$ cat config.mk
export PLATFORM = sky130hd
export DESIGN_NAME = bus_trace_monitor
export DESIGN_NICKNAME = d
export VERILOG_FILES = /design/src/rtl/trace_pkg.sv /design/src/rtl/trace_ring.sv /design/src/rtl/bus_trace_monitor.sv
export SDC_FILE = /design/constraint.sdc
export NUM_CORES = 1
export LEC_CHECK = 0
export BUFFER_PORTS_ARGS = -buffer_cell sky130_fd_sc_hd__buf_2
export CORE_ASPECT_RATIO = 0.5
export CORE_MARGIN = 3
export CORE_UTILIZATION = 45
export DETAILED_ROUTE_END_ITERATION = 12
export PLACE_DENSITY = 0.67
export SETUP_SLACK_MARGIN = 0.02
export SYNTH_ARGS = -nofsm -noshare
export SYNTH_HDL_FRONTEND = slang
export SYNTH_SLANG_ARGS = --single-unit
export TNS_END_PERCENT = 1
$ cat constraint.sdc
create_clock -name sys_clk -period 4.7 [get_ports sys_clk]
set_input_delay 0.235 -clock sys_clk [delete_from_list [all_inputs] [get_ports sys_clk]]
set_output_delay 0.235 -clock sys_clk [all_outputs]
set_load 0.01 [all_outputs]
$ cat src/rtl/trace_pkg.sv
// Shared encodings and entry layout for the bus trace monitor.
// Entry layout is fixed here so that the ring and any future drain logic agree on the field positions.
package trace_pkg;

    localparam int unsigned TYPE_W   = 2;
    localparam int unsigned TSTAMP_W = 32;

    typedef enum logic [1:0] {
        TR_IFETCH = 2'd0,
        TR_READ   = 2'd1,
        TR_WRITE  = 2'd2
    } tr_type_e;

    typedef enum logic [1:0] {
        ST_IDLE    = 2'd0,
        ST_ARMED   = 2'd1,
        ST_CAPTURE = 2'd2,
        ST_FROZEN  = 2'd3
    } tr_state_e;

    // Field order inside an entry, LSB first: type | addr | data | wstrb | tstamp
    localparam int unsigned OFF_TYPE = 0;

    function automatic int unsigned off_addr();
        return TYPE_W;
    endfunction

    function automatic int unsigned off_data(input int unsigned aw);
        return TYPE_W + aw;
    endfunction

    function automatic int unsigned off_wstrb(input int unsigned aw, input int unsigned dw);
        return TYPE_W + aw + dw;
    endfunction

    function automatic int unsigned off_tstamp(input int unsigned aw, input int unsigned dw);
        return TYPE_W + aw + dw + dw / 8;
    endfunction

    function automatic int unsigned entry_w(input int unsigned aw, input int unsigned dw,
                                            input int unsigned ts_en);
        return off_tstamp(aw, dw) + ((ts_en != 0) ? TSTAMP_W : 0);
    endfunction

endpackage

$ cat src/rtl/trace_ring.sv
// Circular DEPTH-entry register file with show-ahead head and overwrite-on-full.
// A push into a full ring always drops the oldest entry; the caller decides whether that is allowed.
module trace_ring #(
    parameter int unsigned EW    = 8,
    parameter int unsigned DEPTH = 16
) (
    input  logic                     clk,
    input  logic                     rst_n,
    input  logic                     clr,
    input  logic                     push,
    input  logic                     pop,
    input  logic [EW-1:0]            wdata,
    output logic [EW-1:0]            head,
    output logic [$clog2(DEPTH):0]   count,
    output logic                     full,
    output logic                     empty
);

    localparam int unsigned PW = $clog2(DEPTH);
    localparam int unsigned CW = PW + 1;

    logic [EW-1:0] mem [DEPTH];
    logic [PW-1:0] wr_ptr;
    logic [PW-1:0] rd_ptr;
    logic [CW-1:0] cnt;

    logic do_pop;
    logic over;
    logic inc;
    logic dec;
    logic rd_adv;

    always_comb begin
        full   = (cnt == CW'(DEPTH));
        empty  = (cnt == '0);
        do_pop = pop && !empty;
        over   = push && full;
        inc    = push && !full;
        dec    = do_pop && !over;
        rd_adv = do_pop || over;
        head   = mem[rd_ptr];
        count  = cnt;
    end

    // Pointers wrap naturally because DEPTH is a power of two.
    always_ff @(posedge clk or negedge rst_n) begin
        if (!rst_n) begin
            wr_ptr <= '0;
            rd_ptr <= '0;
            cnt    <= '0;
        end else if (clr) begin
            wr_ptr <= '0;
            rd_ptr <= '0;
            cnt    <= '0;
        end else begin
            if (push) begin
                wr_ptr <= wr_ptr + PW'(1);
            end
            if (rd_adv) begin
                rd_ptr <= rd_ptr + PW'(1);
            end
            if (inc && !dec) begin
                cnt <= cnt + CW'(1);
            end else if (dec && !inc) begin
                cnt <= cnt - CW'(1);
            end
        end
    end

    always_ff @(posedge clk) begin
        if (push && !clr) begin
            mem[wr_ptr] <= wdata;
        end
    end

endmodule

$ cat src/rtl/bus_trace_monitor.sv
// Captures filtered CPU bus transactions into a circular trace buffer drained by a show-ahead pop port.
// Define TRACE_TIMESTAMP_EN to store a free-running cycle stamp per entry on out_tstamp.
module bus_trace_monitor
    import trace_pkg::*;
#(
    parameter int unsigned ADDR_W = 32,
    parameter int unsigned DATA_W = 32,
    parameter int unsigned DEPTH  = 16,
    parameter int unsigned OVF_W  = 16
) (
    input  logic                     sys_clk,
    input  logic                     sys_resetn,
    input  logic                     mon_valid,
    input  logic                     mon_instr,
    input  logic [DATA_W/8-1:0]      mon_wstrb,
    input  logic [ADDR_W-1:0]        mon_addr,
    input  logic [DATA_W-1:0]        mon_wdata,
    input  logic [DATA_W-1:0]        mon_rdata,
    input  logic                     cfg_enable,
    input  logic                     cfg_wrap,
    input  logic [2:0]               cfg_type_mask,
    input  logic [ADDR_W-1:0]        cfg_addr_lo,
    input  logic [ADDR_W-1:0]        cfg_addr_hi,
    input  logic                     cfg_trig_en,
    input  logic [ADDR_W-1:0]        cfg_trig_addr,
    input  logic                     clr,
    input  logic                     pop,
    output logic                     out_valid,
    output logic [1:0]               out_type,
    output logic [ADDR_W-1:0]        out_addr,
    output logic [DATA_W-1:0]        out_data,
    output logic [DATA_W/8-1:0]      out_wstrb,
    output logic [$clog2(DEPTH):0]   count,
    output logic                     full,
    output logic [OVF_W-1:0]         ovf_cnt,
    output logic [1:0]               state
`ifdef TRACE_TIMESTAMP_EN
    ,
    output logic [TSTAMP_W-1:0]      out_tstamp
`endif
);

    localparam int unsigned SW = DATA_W / 8;
    localparam int unsigned CW = $clog2(DEPTH) + 1;
`ifdef TRACE_TIMESTAMP_EN
    localparam int unsigned TS_EN = 1;
`else
    localparam int unsigned TS_EN = 0;
`endif
    localparam int unsigned OFF_ADDR  = off_addr();
    localparam int unsigned OFF_DATA  = off_data(ADDR_W);
    localparam int unsigned OFF_WSTRB = off_wstrb(ADDR_W, DATA_W);
    localparam int unsigned EW        = entry_w(ADDR_W, DATA_W, TS_EN);

    tr_state_e       st;
    tr_type_e        ev_type;
    logic [DATA_W-1:0] ev_data;
    logic            in_window;
    logic            match;
    logic            trig_hit;
    logic            cap_match;
    logic            push;
    logic            freeze;
    logic            ovf_event;
    logic [EW-1:0]   entry_in;
    logic [EW-1:0]   head;
    logic [CW-1:0]   ring_count;
    logic            ring_full;
    logic            ring_empty;

`ifdef TRACE_TIMESTAMP_EN
    localparam int unsigned OFF_TS = off_tstamp(ADDR_W, DATA_W);
    logic [TSTAMP_W-1:0] ts_cnt;

    always_ff @(posedge sys_clk or negedge sys_resetn) begin
        if (!sys_resetn) begin
            ts_cnt <= '0;
        end else if (clr) begin
            ts_cnt <= '0;
        end else begin
            ts_cnt <= ts_cnt + TSTAMP_W'(1);
        end
    end
`endif

    // Classification, filtering and the push/overflow decision for this cycle's event.
    always_comb begin
        ev_type = TR_READ;
        if (mon_instr) begin
            ev_type = TR_IFETCH;
        end else if (|mon_wstrb) begin
            ev_type = TR_WRITE;
        end
        ev_data   = (ev_type == TR_WRITE) ? mon_wdata : mon_rdata;
        in_window = (mon_addr >= cfg_addr_lo) && (mon_addr <= cfg_addr_hi);
        match     = mon_valid && cfg_type_mask[ev_type] && in_window;
        trig_hit  = match && (mon_addr == cfg_trig_addr);
        cap_match = cfg_enable && !clr &&
                    (((st == ST_CAPTURE) && match) || ((st == ST_ARMED) && trig_hit));
        // A pop frees the slot in the same cycle, so a full non-wrapping ring still accepts.
        push      = cap_match && (!ring_full || cfg_wrap || pop);
        freeze    = cap_match && ring_full && !cfg_wrap && !pop;
        ovf_event = (cap_match && ring_full && (cfg_wrap || !pop)) ||
                    (cfg_enable && (st == ST_FROZEN) && match);

        entry_in = '0;
        entry_in[OFF_TYPE +: TYPE_W]   = ev_type;
        entry_in[OFF_ADDR +: ADDR_W]   = mon_addr;
        entry_in[OFF_DATA +: DATA_W]   = ev_data;
        entry_in[OFF_WSTRB +: SW]      = mon_wstrb;
`ifdef TRACE_TIMESTAMP_EN
        entry_in[OFF_TS +: TSTAMP_W]   = ts_cnt;
`endif
    end

    trace_ring #(
        .EW    (EW),
        .DEPTH (DEPTH)
    ) u_ring (
        .clk   (sys_clk),
        .rst_n (sys_resetn),
        .clr   (clr),
        .push  (push),
        .pop   (pop),
        .wdata (entry_in),
        .head  (head),
        .count (ring_count),
        .full  (ring_full),
        .empty (ring_empty)
    );

    // Capture FSM and saturating overflow counter.
    always_ff @(posedge sys_clk or negedge sys_resetn) begin
        if (!sys_resetn) begin
            st      <= ST_IDLE;
            ovf_cnt <= '0;
        end else if (clr) begin
            st      <= ST_IDLE;
            ovf_cnt <= '0;
        end else begin
            if (ovf_event && (ovf_cnt != '1)) begin
                ovf_cnt <= ovf_cnt + OVF_W'(1);
            end
            if (!cfg_enable) begin
                st <= ST_IDLE;
            end else begin
                case (st)
                    ST_IDLE:    st <= cfg_trig_en ? ST_ARMED : ST_CAPTURE;
                    ST_ARMED: begin
                        if (trig_hit) begin
                            st <= freeze ? ST_FROZEN : ST_CAPTURE;
                        end
                    end
                    ST_CAPTURE: begin
                        if (freeze) begin
                            st <= ST_FROZEN;
                        end
                    end
                    ST_FROZEN: begin
                        if (!ring_full) begin
                            st <= ST_CAPTURE;
                        end
                    end
                    default:    st <= ST_IDLE;
                endcase
            end
        end
    end

    // Head fields read as zero while empty since storage itself is never reset.
    always_comb begin
        out_valid = !ring_empty;
        out_type  = out_valid ? head[OFF_TYPE +: TYPE_W]  : '0;
        out_addr  = out_valid ? head[OFF_ADDR +: ADDR_W]  : '0;
        out_data  = out_valid ? head[OFF_DATA +: DATA_W]  : '0;
        out_wstrb = out_valid ? head[OFF_WSTRB +: SW]     : '0;
`ifdef TRACE_TIMESTAMP_EN
        out_tstamp = out_valid ? head[OFF_TS +: TSTAMP_W] : '0;
`endif
        count     = ring_count;
        full      = ring_full;
        state     = st;
    end

endmodule
==> out/results.ini <==
[detailed_routing]
firstDrtPassIters=5
drtAntennaViolNets=0
vias=23751
wire_per_inst_um=27.2
drt_iter0_drc=2398
wirelength_mm=112
via_per_inst=5.79
drc=0

[setup_path]
critPathLaunch=mon_addr[29]
cp-end-kind=flip-flop
cp_num_buf_inv=2
worst_path_largest_cell_delay_ps=570
cp.depth=15
start_kind=primary input
required_ps=5310
endpoint=u_ring.count[4]$_DFFE_PN0P_
slowest_stage=dlygate4sd3_1
arrival_ps=4650
path_class=primary input to flip-flop
r2r-end=u_ring.count[4]$_DFFE_PN0P_
cp_top_family=compound AO/OA/AOI/OAI gates
r2r-start=u_ring.count[0]$_DFFE_PN0P_
worstRegToRegCells=10
cp_cell_sequence=dlygate4sd3_1, buf_2, ha_1, a21o_1, a21o_1, a221oi_1, nand4b_1, nand2_1, nand4_1, fa_1, a21o_1, a21oi_1, mux2_2, o31a_1, a31oi_1
crit_top_cell=a21o_1
cp_max_fo=19
r2r_slack_ps=1350

[floorplan]
fp.dieH_um=234
die_w_um=462
core_area_um2=102000
io_pins=303
fp.dieArea_um2=108000
rows=82
start_util_pct=46.1

[synthesis]
syn_nets=2457
synth_cell_types=63
synth_cells=2175
synth_edf_count=1120
synth_top_area_share_pct=71.8
synth_top_area_cell=edfxtp_1
avgSynthCellArea_um2=21.5
synthArstFlopShare_pct=2.69
synth_warnings=0
synthTopCellsByArea=edfxtp_1 (72%), mux4_2 (17%), ha_1 (1.9%), dfrtp_1 (1.7%), and2_1 (1.1%)
ys_seq_area_share_pct=73.5
synth_seq_cells=1151
syn_area_um2=46800
ys.flop_type=edfxtp_1

[status]
status=complete, no violations

[global_routing]
first_global_vias=24284
grt_overflow_total=0
grt_max_degree=80
antenna_found_initial=6
grt_pass1_wl_mm=164
grt_usage_pct=20.8

[pwr]
p_int_uw=19200
p_sw_uw=7060
p_per_area_nw_per_um2=478
swShare_pct=26.8
pwr-share-seq_pct=43.8
ir_drop_uv=446
power_leakage_uw=0.0181
pwr-share-comb_pct=24.1
p_clk_share_pct=32.1

[placed_design]
hpwl_mm=67.9
gp_congestion=0.863
placed_cell_area_um2=51300
io_buffers=302

[timing]
grt_setup_unrepaired=false
final.setup_skew_ps=19.7
setup_viol=0
slew_headroom_pct=22.5
tightestPinTransition_ps=1160
finalCritPeriodShare_pct=86.0
max_freq_ghz=0.248
period_needed_ps=4040
fin_worst_hold_slack_ps=64.1
hold_viol=0
fin_setup_tns_ps=0
drv_slew=0

[clocking]
insertion_delay_ps=700
cts_tree=done
clock_path_buffers=3
cts-root-buf=clkbuf_16
cts_buffers=100
clock_sinks=1151
path_clk_slew_ps=70
htreeDepth=3

[layout]
final_nets=2911
area_delta_synth_final_pct=17.5
multi_input_area_um2=11800
drive_above_1_share_pct=36.0
final_cell_area_um2=55000
seqCellArea_um2=34400
fillers=7665

[job]
max_cap_violations=0

[hold_path]
hold_class=primary input to flip-flop

==> cell families after synthesis <==
| logic type | synth area share (%) |
|---|---|
| buf+inv | 1.42 |
| simple gates | 3.13 |
| fa+ha+maj | 1.99 |
| xor+xnor | 0.673 |
| flops | 73.5 |
| compound gates | 1.51 |
| mux | 17.8 |
==> worst reg2reg max path, stage by stage (launching register included) <==
cell and delay [ps]:
dfrtp_1 490, nor4_1 750, nand2b_4 70, o21ai_0 150
nand4_1 310, fa_1 480, a21o_1 200, a21oi_1 200
mux2_2 360, o31a_1 100, a31oi_1 160
==> per-stage QoR <==
stage                     total power (uW)  instances  setup slack [ps]  util [%]
final                                26300       4100               660      54.1
after global routing                 27400       4099               540      54.1
after CTS                            26700       4098               724      54.1
after detailed placement             18200       3874               620      50.5
after global placement               18200       3874               698      50.5
after floorplan                      15800       2175               477         -
==> cells in the mapped netlist, types with 2 or more instances <==
| master | number |
|---|---|
| and3_1 | 8 |
| a21oi_1 | 40 |
| or4_1 | 9 |
| o211a_1 | 2 |
| a21o_1 | 10 |
| clkbuf_1 | 72 |
| buf_2 | 3 |
| mux4_2 | 350 |
| nor3_1 | 4 |
| nand2b_1 | 7 |
| edfxtp_1 | 1120 |
| nand2_1 | 36 |
| and4_1 | 10 |
| nand3_1 | 17 |
| ha_1 | 73 |
| dfrtp_1 | 31 |
| nand4b_1 | 4 |
| o211ai_1 | 2 |
| xor2_1 | 6 |
| a2111oi_0 | 2 |
| nand4_1 | 19 |
| buf_1 | 26 |
| a221oi_1 | 4 |
| mux2i_1 | 6 |
| o21a_1 | 4 |
| a41oi_1 | 2 |
| or3_1 | 9 |
| o31a_1 | 2 |
| inv_1 | 74 |
| nor2_1 | 13 |
| nor4_1 | 6 |
| mux2_2 | 35 |
| o31ai_1 | 9 |
| xnor2_1 | 30 |
| nor2b_1 | 3 |
| o21ai_0 | 16 |
| and2_1 | 85 |
==> cell usage in the layout, fill, tap and decap left out, types with 15 or more instances in the layout <==
cell	netlist	final
a21oi_1	40	40
and2_1	85	73
buf_12	0	55
buf_2	3	302
buf_4	0	57
bufinv_16	0	15
clkbuf_1	72	16
clkbuf_16	0	100
clkinv_1	1	27
clkinv_2	0	17
dfrtp_1	31	27
dlygate4sd3_1	0	39
edfxtp_1	1120	1120
ha_1	73	73
inv_1	74	74
mux2_2	35	35
mux4_2	350	350
nand2_1	36	36
nand3_1	17	17
nand4_1	19	19
o21ai_0	16	16
xnor2_1	30	30
==> layout make-up <==
cell class,count,share of cell area [%]
Antenna cell,2,0.00909
Clock buffer,116,4.66
Clock inverter,69,1.41
Inverter,75,0.512
Multi-Input combinational cell,848,21.5
Sequential cell,1151,62.5
Tap cell,1386,3.15
Timing Repair Buffer,453,6.23
==> metal layers <==
metal | vias up | share of wire, % | GRT usage (%)
met4 | 4 | 2.9 | 6.44
met1 | 12806 | 41 | 28.8
met2 | 779 | 51 | 34.8
met5 | - | 0.024 | 0
met3 | 157 | 5.5 | 2.75
li1 | 10005 | - | -
==> power groups by stage <==
stage               sequential (uW)  clock, uW  combinational [uW]
floorplan                     11600          0                4260
global placement              11800          0                6450
detailed placement            11800          0                6480
CTS                           11500       8600                6520
global route                  11500       8990                6830
finish                        11500       8430                6330
==> timing repair <==
action                    4_1_cts  5_1_grt
resized for setup               0        0
hold buffers                   39        0
setup buffers                   0        0
hold endpoints to repair      581        0
==> worst min path at each step <==
stage / to / startpoint / cells past startpoint
floorplan: ovf_cnt[0]$_DFFE_PN0P_ / sys_resetn / 0
global placement: u_ring.rd_ptr[2]$_DFFE_PN0P_ / sys_resetn / 1
detailed placement: ovf_cnt[8]$_DFFE_PN0P_ / sys_resetn / 1
CTS: u_ring.wr_ptr[0]$_DFFE_PN0P_ / clr / 2
global route: u_ring.mem[10][28]$_DFFE_PP_ / mon_addr[26] / 2
finish: u_ring.wr_ptr[0]$_DFFE_PN0P_ / clr / 2
==> sequential cells by signal, indices dropped and copies added, names as in the netlist <==
name and cells:
ovf_cnt 16, u_ring.wr_ptr 4, u_ring.count 5, u_ring.mem 1120, u_ring.rd_ptr 4, state 2
(Power assumes the default switching activity.)
